==> config.mk <==
export PLATFORM = sky130hd
export DESIGN_NAME = parallel_descrambler
export DESIGN_NICKNAME = d
export VERILOG_FILES = /design/src/rtl/descrambler_pkg.sv /design/src/rtl/scrambler_lfsr_step.sv /design/src/rtl/parallel_descrambler.sv
export SDC_FILE = /design/constraint.sdc
export NUM_CORES = 1
export LEC_CHECK = 0
export CAP_MARGIN = 10
export CORE_MARGIN = 2
export CORE_UTILIZATION = 47
export CTS_BUF_LIST = sky130_fd_sc_hd__clkbuf_4
export CTS_CLUSTER_SIZE = 30
export DETAILED_ROUTE_END_ITERATION = 8
export PLACE_DENSITY_LB_ADDON = 0.2
export SYNTH_ARGS = -nofsm -noshare
export SYNTH_HDL_FRONTEND = slang
export SYNTH_SLANG_ARGS = --single-unit
==> constraint.sdc <==
create_clock -name Clock -period 1.92 [get_ports Clock]
set_input_delay 0.48 -clock Clock [delete_from_list [all_inputs] [get_ports Clock]]
set_output_delay 0.48 -clock Clock [all_outputs]
set_load 0.005 [all_outputs]
==> src/rtl/descrambler_pkg.sv <==
// Shared constants and types for the x^7+x^4+1 PLCP scrambler/descrambler.
package descrambler_pkg;
  localparam int LFSR_LEN = 7;
  localparam int LFSR_TAP = 4;
  typedef logic [LFSR_LEN:1] lfsr_state_t;
  localparam lfsr_state_t SEED_DEFAULT = 7'h7F;
endpackage

==> src/rtl/scrambler_lfsr_step.sv <==
// Combinational WIDTH-bit advance of the x^7+x^4+1 LFSR, bit 0 first.
// Masked bits shift the received bit into the state (seed acquisition) and output 0.
module scrambler_lfsr_step
  import descrambler_pkg::*;
#(
  parameter int WIDTH = 8
) (
  input  lfsr_state_t      state_in,
  input  logic [WIDTH-1:0] data_in,
  input  logic [WIDTH-1:0] acq_mask,
  output lfsr_state_t      state_out,
  output lfsr_state_t      acq_state,
  output logic [WIDTH-1:0] data_out
);
  lfsr_state_t st;
  logic        s;

  always_comb begin
    st        = state_in;
    s         = 1'b0;
    acq_state = state_in;
    data_out  = '0;
    for (int i = 0; i < WIDTH; i++) begin
      s = st[LFSR_LEN] ^ st[LFSR_TAP];
      if (acq_mask[i]) begin
        st        = {st[LFSR_LEN-1:1], data_in[i]};
        acq_state = st;
      end else begin
        data_out[i] = data_in[i] ^ s;
        st          = {st[LFSR_LEN-1:1], s};
      end
    end
    state_out = st;
  end
endmodule

==> src/rtl/parallel_descrambler.sv <==
// 802.11a PLCP DATA descrambler, WIDTH bits per beat, one register stage, valid/ready.
// SEED_RECOVERY_EN: recover the frame seed from the first 7 bits of each frame.
module parallel_descrambler
  import descrambler_pkg::*;
#(
  parameter int          WIDTH     = 8,
  parameter lfsr_state_t INIT_SEED = SEED_DEFAULT
) (
  input  logic             Clock,
  input  logic             Reset_n,
  input  logic [WIDTH-1:0] In_Data,
  input  logic             In_Valid,
  output logic             In_Ready,
  input  logic             In_Start,
  input  logic             In_Last,
  input  lfsr_state_t      Seed,
  output logic [WIDTH-1:0] Out_Data,
  output logic             Out_Valid,
  input  logic             Out_Ready,
  output logic             Out_Start,
  output logic             Out_Last,
  output lfsr_state_t      Seed_Out,
  output logic             Seed_Err
);
  lfsr_state_t      st, chain_in, chain_out, acq_state;
  logic [WIDTH-1:0] acq_mask, desc;
  logic             accept;

  assign In_Ready = ~Out_Valid | Out_Ready;
  assign accept   = In_Valid & In_Ready;

`ifdef SEED_RECOVERY_EN
  // acq_cnt holds acquisition bits still to come; 0 means not acquiring
  logic [2:0] acq_cnt, acq_rem, acq_nxt;
  logic       acq_done;
  logic       seed_unused;

  assign seed_unused = ^Seed;
  assign chain_in    = st;

  always_comb begin
    acq_rem  = In_Start ? 3'(LFSR_LEN) : acq_cnt;
    acq_mask = '0;
    for (int i = 0; i < WIDTH; i++) acq_mask[i] = (i < int'(acq_rem));
    acq_done = (acq_rem != 3'd0) && (int'(acq_rem) <= WIDTH);
    acq_nxt  = (int'(acq_rem) > WIDTH) ? acq_rem - 3'(WIDTH) : 3'd0;
  end

  always_ff @(posedge Clock or negedge Reset_n) begin
    if (!Reset_n) begin
      acq_cnt  <= 3'd0;
      Seed_Out <= INIT_SEED;
      Seed_Err <= 1'b0;
    end else if (accept) begin
      acq_cnt <= acq_nxt;
      if (acq_done) begin
        Seed_Out <= acq_state;
        Seed_Err <= (acq_state == '0);
      end else if (In_Start) begin
        Seed_Err <= 1'b0;
      end
    end
  end
`else
  logic acq_unused;

  assign acq_unused = ^acq_state;
  assign acq_mask   = '0;
  assign chain_in   = In_Start ? Seed : st;
  assign Seed_Err   = 1'b0;

  always_ff @(posedge Clock or negedge Reset_n) begin
    if (!Reset_n)                  Seed_Out <= INIT_SEED;
    else if (accept && In_Start)   Seed_Out <= Seed;
  end
`endif

  scrambler_lfsr_step #(.WIDTH(WIDTH)) u_step (
    .state_in  (chain_in),
    .data_in   (In_Data),
    .acq_mask  (acq_mask),
    .state_out (chain_out),
    .acq_state (acq_state),
    .data_out  (desc)
  );

  always_ff @(posedge Clock or negedge Reset_n) begin
    if (!Reset_n) begin
      st        <= INIT_SEED;
      Out_Valid <= 1'b0;
      Out_Data  <= '0;
      Out_Start <= 1'b0;
      Out_Last  <= 1'b0;
    end else if (accept) begin
      st        <= chain_out;
      Out_Valid <= 1'b1;
      Out_Data  <= desc;
      Out_Start <= In_Start;
      Out_Last  <= In_Last;
    end else if (Out_Ready) begin
      Out_Valid <= 1'b0;
    end
  end
endmodule
* Word-level counts from Yosys, hierarchy flattened
Index checks and enable logic that the tools add are counted.
Storage, ports and cells: register bits after elaboration 25, bits of input ports 21, output and inout port bits 20, logic and storage cells 30
Cells by class: mux-type cells 3, bitwise operators 19, reductions and logical operators 2
Operator list (number):
- $xor 1x1->1 | 16
- $mux 7 | 1
- $mux 1 | 2
- $reduce_bool 2->1 | 1
- $and 1x1->1 | 1
- $logic_and 1x1->1 | 1
- $not 1->1 | 1
- $or 1x1->1 | 1

* Depth between registers and ports, before layout
Gate-level depths: netlist of the first run.
depth after elaboration 4, depth in mapped cells 5, depth with buffers taken out 4

* By module
From an unflattened synthesis of the first run, not the netlist that was laid out.
Second synthesis, totals: cells, all modules 226, area total of the unflattened synthesis 2082.0 µm²
By module, submodules not included:
- parallel_descrambler | times used 1, cells each 65, area an instance 1098.6 µm², sequential area each 643.1 µm²
- scrambler_lfsr_step | times used 1, cells each 161, area an instance 983.4 µm², sequential area each 0.0 µm²

* Worst setup path after synthesis of the first run
Ideal clock, no wire load.
path type input to register, start point input In_Start, end point register Out_Data[4], library setup time 0.076 ns, arrival 1.407 ns, required time 1.844 ns, setup slack 0.436 ns, stages on the path 4, path buffers 1, cell sequence buf_6 -> mux2i_4 -> xnor3_1 -> o21ai_1
Between the ends: word-level cells in the longest chain between the ends 4
RTL lines:
- start, declared | line parallel_descrambler.sv:14 | input logic In_Start,
- $mux 7 (*) | line parallel_descrambler.sv:69 | assign chain_in = In_Start ? Seed : st;
- $xor 1x1->1 | line scrambler_lfsr_step.sv:24 | s = st[LFSR_LEN] ^ st[LFSR_TAP];
- $xor 1x1->1 (*) | line scrambler_lfsr_step.sv:24
- $xor 1x1->1 (*) | line scrambler_lfsr_step.sv:29 | data_out[i] = data_in[i] ^ s;
- end signal, assigned | line parallel_descrambler.sv:97 | Out_Data <= desc;
- end, declared | line parallel_descrambler.sv:17 | output logic [WIDTH-1:0] Out_Data,
Mark *: on every way between the ends. The rest lies on a longest branch, timed or not. A chain may end at the register's enable or synchronous reset.

* Worst setup path after layout of the first run
start point register Seed_Out[4], end point output Seed_Out[4]
RTL lines:
- start, declared | line parallel_descrambler.sv:22 | output lfsr_state_t Seed_Out,
- start signal, assigned | line parallel_descrambler.sv:73 | if (!Reset_n) Seed_Out <= INIT_SEED;
- start signal, assigned | line parallel_descrambler.sv:74 | else if (accept && In_Start) Seed_Out <= Seed;
No word-level cell between the ends.

==> results of run 1 <==
## sequential cells by signal, summed over array words and instances, names as in the netlist
signal     flops
Out_Data       8
Seed_Out       7
st             7
Out_Last       1
Out_Start      1
Out_Valid      1
## per-layer routing
metal / part of all wire / track usage / vias to the layer above / wire (um)
li1: - / - / 443 / -
met1: 0.42 / 0.224 / 401 / 1100
met2: 0.52 / 0.324 / 25 / 1360
met3: 0.048 / 0.0279 / 4 / 124
met4: 0.0096 / 0.0612 / 0 / 25
met5: 0 / 0 / - / 0
## cell type report
cell class | instances | area (um^2)
Clock buffer | 4 | 30.0
Fill cell | 195 | 693
Multi-Input combinational cell | 72 | 604
Sequential cell | 25 | 643
Tap cell | 30 | 37.5
Timing Repair Buffer | 54 | 514
## synth_stat cells, drive strengths merged (2+ instances only)
master / instances
nand2b: 2
clkbuf: 3
buf: 2
nand2: 18
o21ai: 15
mux2i: 7
xnor2: 4
dfrtp: 11
mux2: 8
xor2: 12
dfstp: 14
xnor3: 4
## how the worst min path moves through the flow
stage / cells after the start / slack [ns] / to / from
detailed placement: 2 / 0.48 / Out_Data[3] / Out_Data[3]
finish: 2 / 0.50 / Out_Data[0] / Reset_n
CTS: 2 / 0.50 / Out_Data[6] / Reset_n
global placement: 2 / 0.46 / Out_Start / Out_Start
global route: 2 / 0.52 / Out_Start / Out_Start
floorplan: 0 / 0.18 / Out_Data[0] / Reset_n
## metrics by stage
stage	cells	area [um^2]	setup WS (ns)	hold WS (ns)	util
final	185	1830	0.0739	0.497	0.725
after global routing	185	1830	0.0305	0.522	0.725
after CTS	185	1830	0.0497	0.500	0.725
after detailed placement	181	1800	-0.137	0.475	0.714
after global placement	181	1800	-0.0967	0.464	0.714
after floorplan	102	1280	0.436	0.184	-
## cells by family after synthesis
group	synth area share
AND/OR/NAND/NOR	0.0666
flip-flops	0.503
XOR/XNOR	0.180
multiplexers	0.165
other	0.00294
AO/OA/AOI/OAI	0.0588
buffers and inverters	0.0235
## power groups by stage
stage                     Clock (uW)  Sequential, uW  Combinational [uW]
after global placement             0             886                1030
after detailed placement           0             901                1070
after floorplan                    0             890                 574
after CTS                        264             897                1070
after global routing             283             923                1150
final                            254             897                1050
==> run metrics, run 1 <==
cell count along the critical path=1; die area=3150 um^2; final worst path period need=1.85 ns; number of enable-type register cells in the synthesized netlist=0; cell breakdown of the critical path=clkdlybuf4s50_1; Netlist cell types=17; drt first-iter violations=5; biggest cell delay along the critical path=0.56 ns; Buffers on Ports=39; power share of the sequential group=0.408; residual antenna-violating net count after detailed routing=0; net count after synthesis=123; maximum number of pins on one net before global-route repair=26; Crit Path Class=flop to primary output; via count=873; number of nets in the finished design=177; count of synthesis-stage warnings from yosys=0; dominant synthesized flop cell=dfstp_2; area leader, netlist=dfstp_2; startpoint of the lowest-slack register-to-register path=st[3]; leakage power total=0.000800 uW; CP bufs+invs=1; share of layout cells above drive strength 1=0.290; Vias per Instance=4.72; logic depth of the worst register-to-register path=4; R2R Path End=Out_Data[7]; buffers inserted during post-CTS setup optimization=0; count of standard-cell rows=18; Die Y-Extent=56.1 um; Starting Density=0.506; TritonCTS clock tree=built; final weighted congestion in routability-driven placement=0.704; synthesized flop and latch total=25; maximum clock rate=542 MHz; number of antenna violations at the first check in global routing=0; Slowest-stage cell, CP=dfstp_2; sequential share of the synthesized area=0.503; cell types occupying the most area after synthesis=dfstp_2 (29%), dfrtp_1 (22%), xor2_1 (8.2%); DP Wirelength=2.04 mm; category of the worst setup path capture point=primary output; proportion of register bits with asynchronous set or reset after synthesis=1.00; total routed wirelength=2.60 mm; Clock H-tree levels=1; CP Max Fanout=2; kind of cell with the highest combined delay on the critical path=flip-flops; Max Buffers Root-to-Sink=2; Final Hold Viols=0; critical path required time=1.44 ns; summed instance area of the synthesized netlist=1280 um^2; first-pass GRT wire length=4.42 mm; number of remaining DRC errors=0; Synth Instances=102; timing endpoint of the critical path=Seed_Out[4]; switching pwr=673 uW; mean area per synthesized cell=12.5 um^2; type of the worst min-delay path=primary input to async pin; DRT Pass-1 Iters=4; final global-route overflow total=0; top library cells by usage in the layout, fill and taps aside=clkdlybuf4s50_1 (38), nand2_1 (18), dfstp_2 (14), o21ai_0 (14), buf_4 (14); Internal Dissipation=1530 uW; Reg clk slew, reported paths=0.14 ns; IO Count=41; total power draw=2200 uW; Root Buffer Master=clkbuf_4; Max Clock Skew=0.00289 ns; P&R area growth vs syn=43.2%; fraction of power spent switching nets=0.306; Clock Latency Late Sink=0.32 ns; number of resized instances in the post-cts repair step=1; number of clock sinks=25; setup slack of the worst register-to-register path=0.41 ns; Crit path arrival time=1.37 ns; Std-Cell Core Area=2520 um^2; number of global-route vias before repair=977; count of max-cap constraint violations=0; RSZ-0062 raised after global routing=no; All-Layer GR Usage=0.182; fraction of power consumed by the clock network=0.115; final worst-path cycle share=0.962; Fin Setup TNS=0 ns; Routed WL per cell=14.1 um; most common library cell in the layout ignoring fill and taps=clkdlybuf4s50_1; number of setup violations in the final report=0; share of the synthesized area in the top cell type=0.288; power per unit of standard cell area=1200 nW/um^2; worst vdd ir=815 uV; number of antenna repair diodes=0; result of the run=finished clean; proportion of power drawn by combinational gates=0.477; Die W=56.1 um; hold buffers post-CTS=0; CP Launch Point=Seed_Out[4]; max-slew violation count=0; critical path startpoint category=flop; TritonCTS buffer count=3
No activity file was read; power rests on OpenSTA's default activity.
==> inputs of run 2 (changes only) <==
- clock period: 1.92 -> 2 ns (I/O delays scaled with it)
==> run 2 against run 1 <==
Core utilization fell by 0.60 points. Combinational power fell by 6%. Global-route usage fell by 0.43 points. Register-to-register slack improved by 0.07 ns. Critical path depth did not move. Via count rose by 1.0%. Clock power fell by 3%. Final cell count fell by 1.1%. Sequential power fell by 5.2%. Sequential share of layout area rose by 0.29 points. Design area fell by 0.82%. Power fell by 5.1%. Largest cell class unchanged.
==> run metrics, run 2 (synthesis gave the netlist of run 1 again) <==
result of the run=finished clean; P&R area growth vs syn=42.0%; logic depth of the worst register-to-register path=4; All-Layer GR Usage=0.178; TritonCTS buffer count=3; leakage power total=0.000790 uW; worst vdd ir=709 uV; critical path startpoint category=flop; Root Buffer Master=clkbuf_4; CP Max Fanout=2; RSZ-0062 raised after global routing=no; max-slew violation count=0; number of clock sinks=25; Hold Path Depth=2; via count=882; final weighted congestion in routability-driven placement=0.706; buffers inserted during post-CTS setup optimization=0; Crit path arrival time=1.38 ns; top library cells by usage in the layout, fill and taps aside=clkdlybuf4s50_1 (38), nand2_1 (18), dfstp_2 (14), o21ai_0 (14); Die W=56.1 um; maximum clock rate=533 MHz; TritonCTS clock tree=built; hold slack=0.497 ns; total routed wirelength=2.43 mm; number of nets in the finished design=175; Die Y-Extent=56.1 um; category of the worst setup path capture point=primary output; count of max-cap constraint violations=0; startpoint of the lowest-slack register-to-register path=st[3]; CP bufs+invs=1; cell count along the critical path=1; Final Hold Viols=0; Vias per Instance=4.82; area of combinational cells with multiple inputs=604 um^2; maximum number of pins on one net before global-route repair=26; residual antenna-violating net count after detailed routing=0; biggest cell delay along the critical path=0.55 ns; largest register by flop count=Out_Data; first-pass GRT wire length=4.24 mm; Starting Density=0.506; share of layout cells above drive strength 1=0.281; Clock Latency Late Sink=0.33 ns; critical path required time=1.50 ns; DP Wirelength=1.86 mm; Std-Cell Core Area=2520 um^2; Reg clk slew, reported paths=0.14 ns; placed cell count=179; Slowest-stage cell, CP=dfstp_2; WHS Endpoint=Out_Data[3]; Layout fillers=186; largest registers in the final layout=Out_Data (8), Seed_Out (7), st (7); cell breakdown of the critical path=clkdlybuf4s50_1; final worst path period need=1.88 ns; final worst-path cycle share=0.938; Clock H-tree levels=1; Hold Crit Start=Out_Data[3]; type of the worst min-delay path=flop to flop; DRT Pass-1 Iters=4; most common library cell in the layout ignoring fill and taps=clkdlybuf4s50_1; number of setup violations in the final report=0; final non-filler cell total=183; Max Buffers Root-to-Sink=2; final core occ=0.719; setup slack of the worst register-to-register path=0.48 ns; Routed WL per cell=13.3 um; count of standard-cell rows=18; die area=3150 um^2; number of global-route vias before repair=938; Max Clock Skew=0.00529 ns; Crit Path Class=flop to primary output; number of antenna repair diodes=0; total area of sequential cells=643 um^2; drt first-iter violations=17; R2R Path End=Out_Data[7]; max reg flops=8; number of remaining DRC errors=0; Buffers on Ports=39; number of antenna violations at the first check in global routing=0; power per unit of standard cell area=1150 nW/um^2; final global-route overflow total=0; IO Count=41; total power draw=2090 uW; kind of cell with the highest combined delay on the critical path=flip-flops
## run 2: cell types whose count changed in the layout (fill, tap and decap cells not counted), sizes merged
cell	previous run	this run
buf	15	13
## run 2: per-stage QoR
step           worst slack, ns  setup TNS, ns  area (um^2)
6_report                 0.124              0         1810
5_1_grt                 0.0800              0         1810
4_1_cts                 0.0983              0         1810
3_5_place_dp           -0.0908         -0.154         1790
3_3_place_gp           -0.0567        -0.0747         1790
2_1_floorplan            0.496              0         1280
## run 2: final cells by class
class                   instances  area share
multi-input cells              72       0.333
flip-flops and latches         25       0.354
repair buffers                 52       0.275
clock buffers                   4      0.0166
well taps                      30      0.0207
## run 2: how the worst max path moves through the flow
stage                      startpoint          end
after global routing      Seed_Out[3]  Seed_Out[3]
after global placement      Out_Ready     In_Ready
after floorplan              In_Start  Out_Data[4]
after CTS                 Seed_Out[4]  Seed_Out[4]
after detailed placement    Out_Ready     In_Ready
final                     Seed_Out[4]  Seed_Out[4]
## run 2: timing repair
item,4_1_cts,5_1_grt
endpoints found under the hold margin,0,0
gates resized for setup,1,0
setup endpoints to repair,1,0
hold buffers,0,0
## run 2: per-layer routing
layer	share of wire	GRT usage	wire (um)
met1	0.43	0.220	1050
met2	0.48	0.289	1180
met3	0.058	0.0419	141
met4	0.023	0.0918	56
met5	0	0	0
## run 2: where the power goes
part	internal, uW	total (uW)	switching [uW]
sequential	741	850	109
clock	91.9	247	155
combinational	623	991	369
==> inputs of run 3 (changes only) <==
- CORE_ASPECT_RATIO: unset -> 1.4
- SKIP_LAST_GASP: unset -> 1
==> run 3 against run 2 <==
Via count rose by 1.8%. Global-route usage barely moved. Register-to-register slack gained 0.03 ns. Non-clock buffer count unchanged. Clock-buffer cell count is the same. Critical path depth unchanged. Combinational power is 0.6% higher. Hold slack improved by 0.0041 ns. Clock skew is essentially flat. Largest cell class unchanged. Final cell count is 3.3% higher. Sequential share of layout area shrank 0.15 points.
==> run metrics, run 3 (synthesis gave the netlist of run 1 again) <==
count of max-cap constraint violations=0; Crit Path Class=flop to primary output; residual antenna-violating net count after detailed routing=0; leakage power total=0.000790 uW; final worst path period need=1.88 ns; first-pass GRT wire length=3.98 mm; Final Hold Viols=0; power share of the sequential group=0.405; Root Buffer Master=clkbuf_4; cell count along the critical path=1; Buffers on Ports=39; total routed wirelength=2.42 mm; largest register by flop count=Out_Data; share of layout cells above drive strength 1=0.281; DRT Pass-1 Iters=4; max reg flops=8; setup slack of the worst register-to-register path=0.51 ns; most common library cell in the layout ignoring fill and taps=clkdlybuf4s50_1; GR met2 Demand/Resource=0.303; Crit path arrival time=1.38 ns; TritonCTS buffer count=3; DP Wirelength=1.89 mm; Max Buffers Root-to-Sink=2; maximum number of pins on one net before global-route repair=26; fraction of power spent switching nets=0.306; Vias per Instance=4.75; Clock Latency Late Sink=0.33 ns; number of clock sinks=25; P&R area growth vs syn=42.6%; TritonCTS clock tree=built; final non-filler cell total=189; Global Route met3 Usage=0.0247; timing endpoint of the critical path=Seed_Out[5]; cell breakdown of the critical path=clkdlybuf4s50_1; result of the run=finished clean; Die W=48.1 um; placed cell count=185; logic depth of the worst register-to-register path=4; Internal Dissipation=1450 uW; Reg clk slew, reported paths=0.14 ns; number of antenna violations at the first check in global routing=0; CP Launch Point=Seed_Out[5]; final global-route overflow total=0; Slowest-stage cell, CP=dfstp_2; fraction of power consumed by the clock network=0.118; Std-Cell Core Area=2620 um^2; most heavily used metal layer in global routing=met2; type of the worst min-delay path=flop to flop; maximum clock rate=533 MHz; power per unit of standard cell area=1150 nW/um^2; R2R Path End=Out_Data[6]; category of the worst setup path capture point=primary output; top library cells by usage in the layout, fill and taps aside=clkdlybuf4s50_1 (38), nand2_1 (18), dfstp_2 (14), o21ai_0 (14); critical path startpoint category=flop; count of standard-cell rows=22; Max Clock Skew=0.00567 ns; number of remaining DRC errors=0; worst slack at placement=-0.0819 ns; number of setup violations in the final report=0; CP bufs+invs=1; number of global-route vias before repair=937; hold slack=0.501 ns; switching pwr=639 uW; max-slew violation count=0; proportion of power drawn by combinational gates=0.477; startpoint of the lowest-slack register-to-register path=st[1]; final setup slack of the worst path=0.124 ns; IO Count=41; RSZ-0062 raised after global routing=no; final worst-path cycle share=0.938; number of nets in the finished design=175; die area=3160 um^2; biggest cell delay along the critical path=0.56 ns; Routed WL per cell=12.8 um; hold buffers post-CTS=0; drt first-iter violations=21; largest registers in the final layout=Out_Data (8), Seed_Out (7), st (7); Clock H-tree levels=1; number of antenna repair diodes=0; kind of cell with the highest combined delay on the critical path=flip-flops; Die Y-Extent=65.7 um; CP Max Fanout=2; via count=898; critical path required time=1.50 ns; Starting Density=0.489; All-Layer GR Usage=0.178; final weighted congestion in routability-driven placement=0.705; worst vdd ir=762 uV; GRT met1 Usage=0.212
==> run 3: layout make-up <==
type | count | area (um^2)
Sequential cell | 25 | 643
Clock buffer | 4 | 30.0
Timing Repair Buffer | 52 | 499
Multi-Input combinational cell | 72 | 604
Fill cell | 205 | 793
Tap cell | 36 | 45.0
==> run 3: power by group through the flow <==
stage	clock, uW	sequential, uW	combinational (uW)
4_1_cts	250	850	1010
3_5_place_dp	0	860	1010
5_1_grt	276	871	1100
6_report	247	847	997
3_3_place_gp	0	848	973
2_1_floorplan	0	855	551
==> run 3: timing repair <==
item	4_1_cts	5_1_grt
endpoints found under the setup margin	1	0
buffers inserted	0	0
resized for setup	1	0
==> run 3: stage by stage <==
step / power, uW / instance area, um^2 / utilization / setup TNS, ns
after floorplan: 1410 / 1280 / - / 0
after global placement: 1820 / 1790 / 0.686 / -0.0598
after detailed placement: 1870 / 1790 / 0.686 / -0.158
after CTS: 2110 / 1820 / 0.697 / 0
after global routing: 2250 / 1820 / 0.697 / 0
final: 2090 / 1820 / 0.697 / 0
==> run 3: worst min path at each step <==
stage / startpoint / endpoint / slack, ns / cells past startpoint
floorplan: Reset_n / Out_Data[0] / 0.20 / 0
global placement: Out_Start / Out_Start / 0.46 / 2
detailed placement: Out_Start / Out_Start / 0.48 / 2
CTS: Out_Start / Out_Start / 0.51 / 2
global route: st[2] / st[2] / 0.52 / 2
finish: Out_Start / Out_Start / 0.50 / 2
==> run 3: routing by layer <==
layer  vias up  share of wire
li1        439              -
met5         -              0
met4         0          0.017
met1       427           0.41
met2        27           0.53
met3         5          0.041
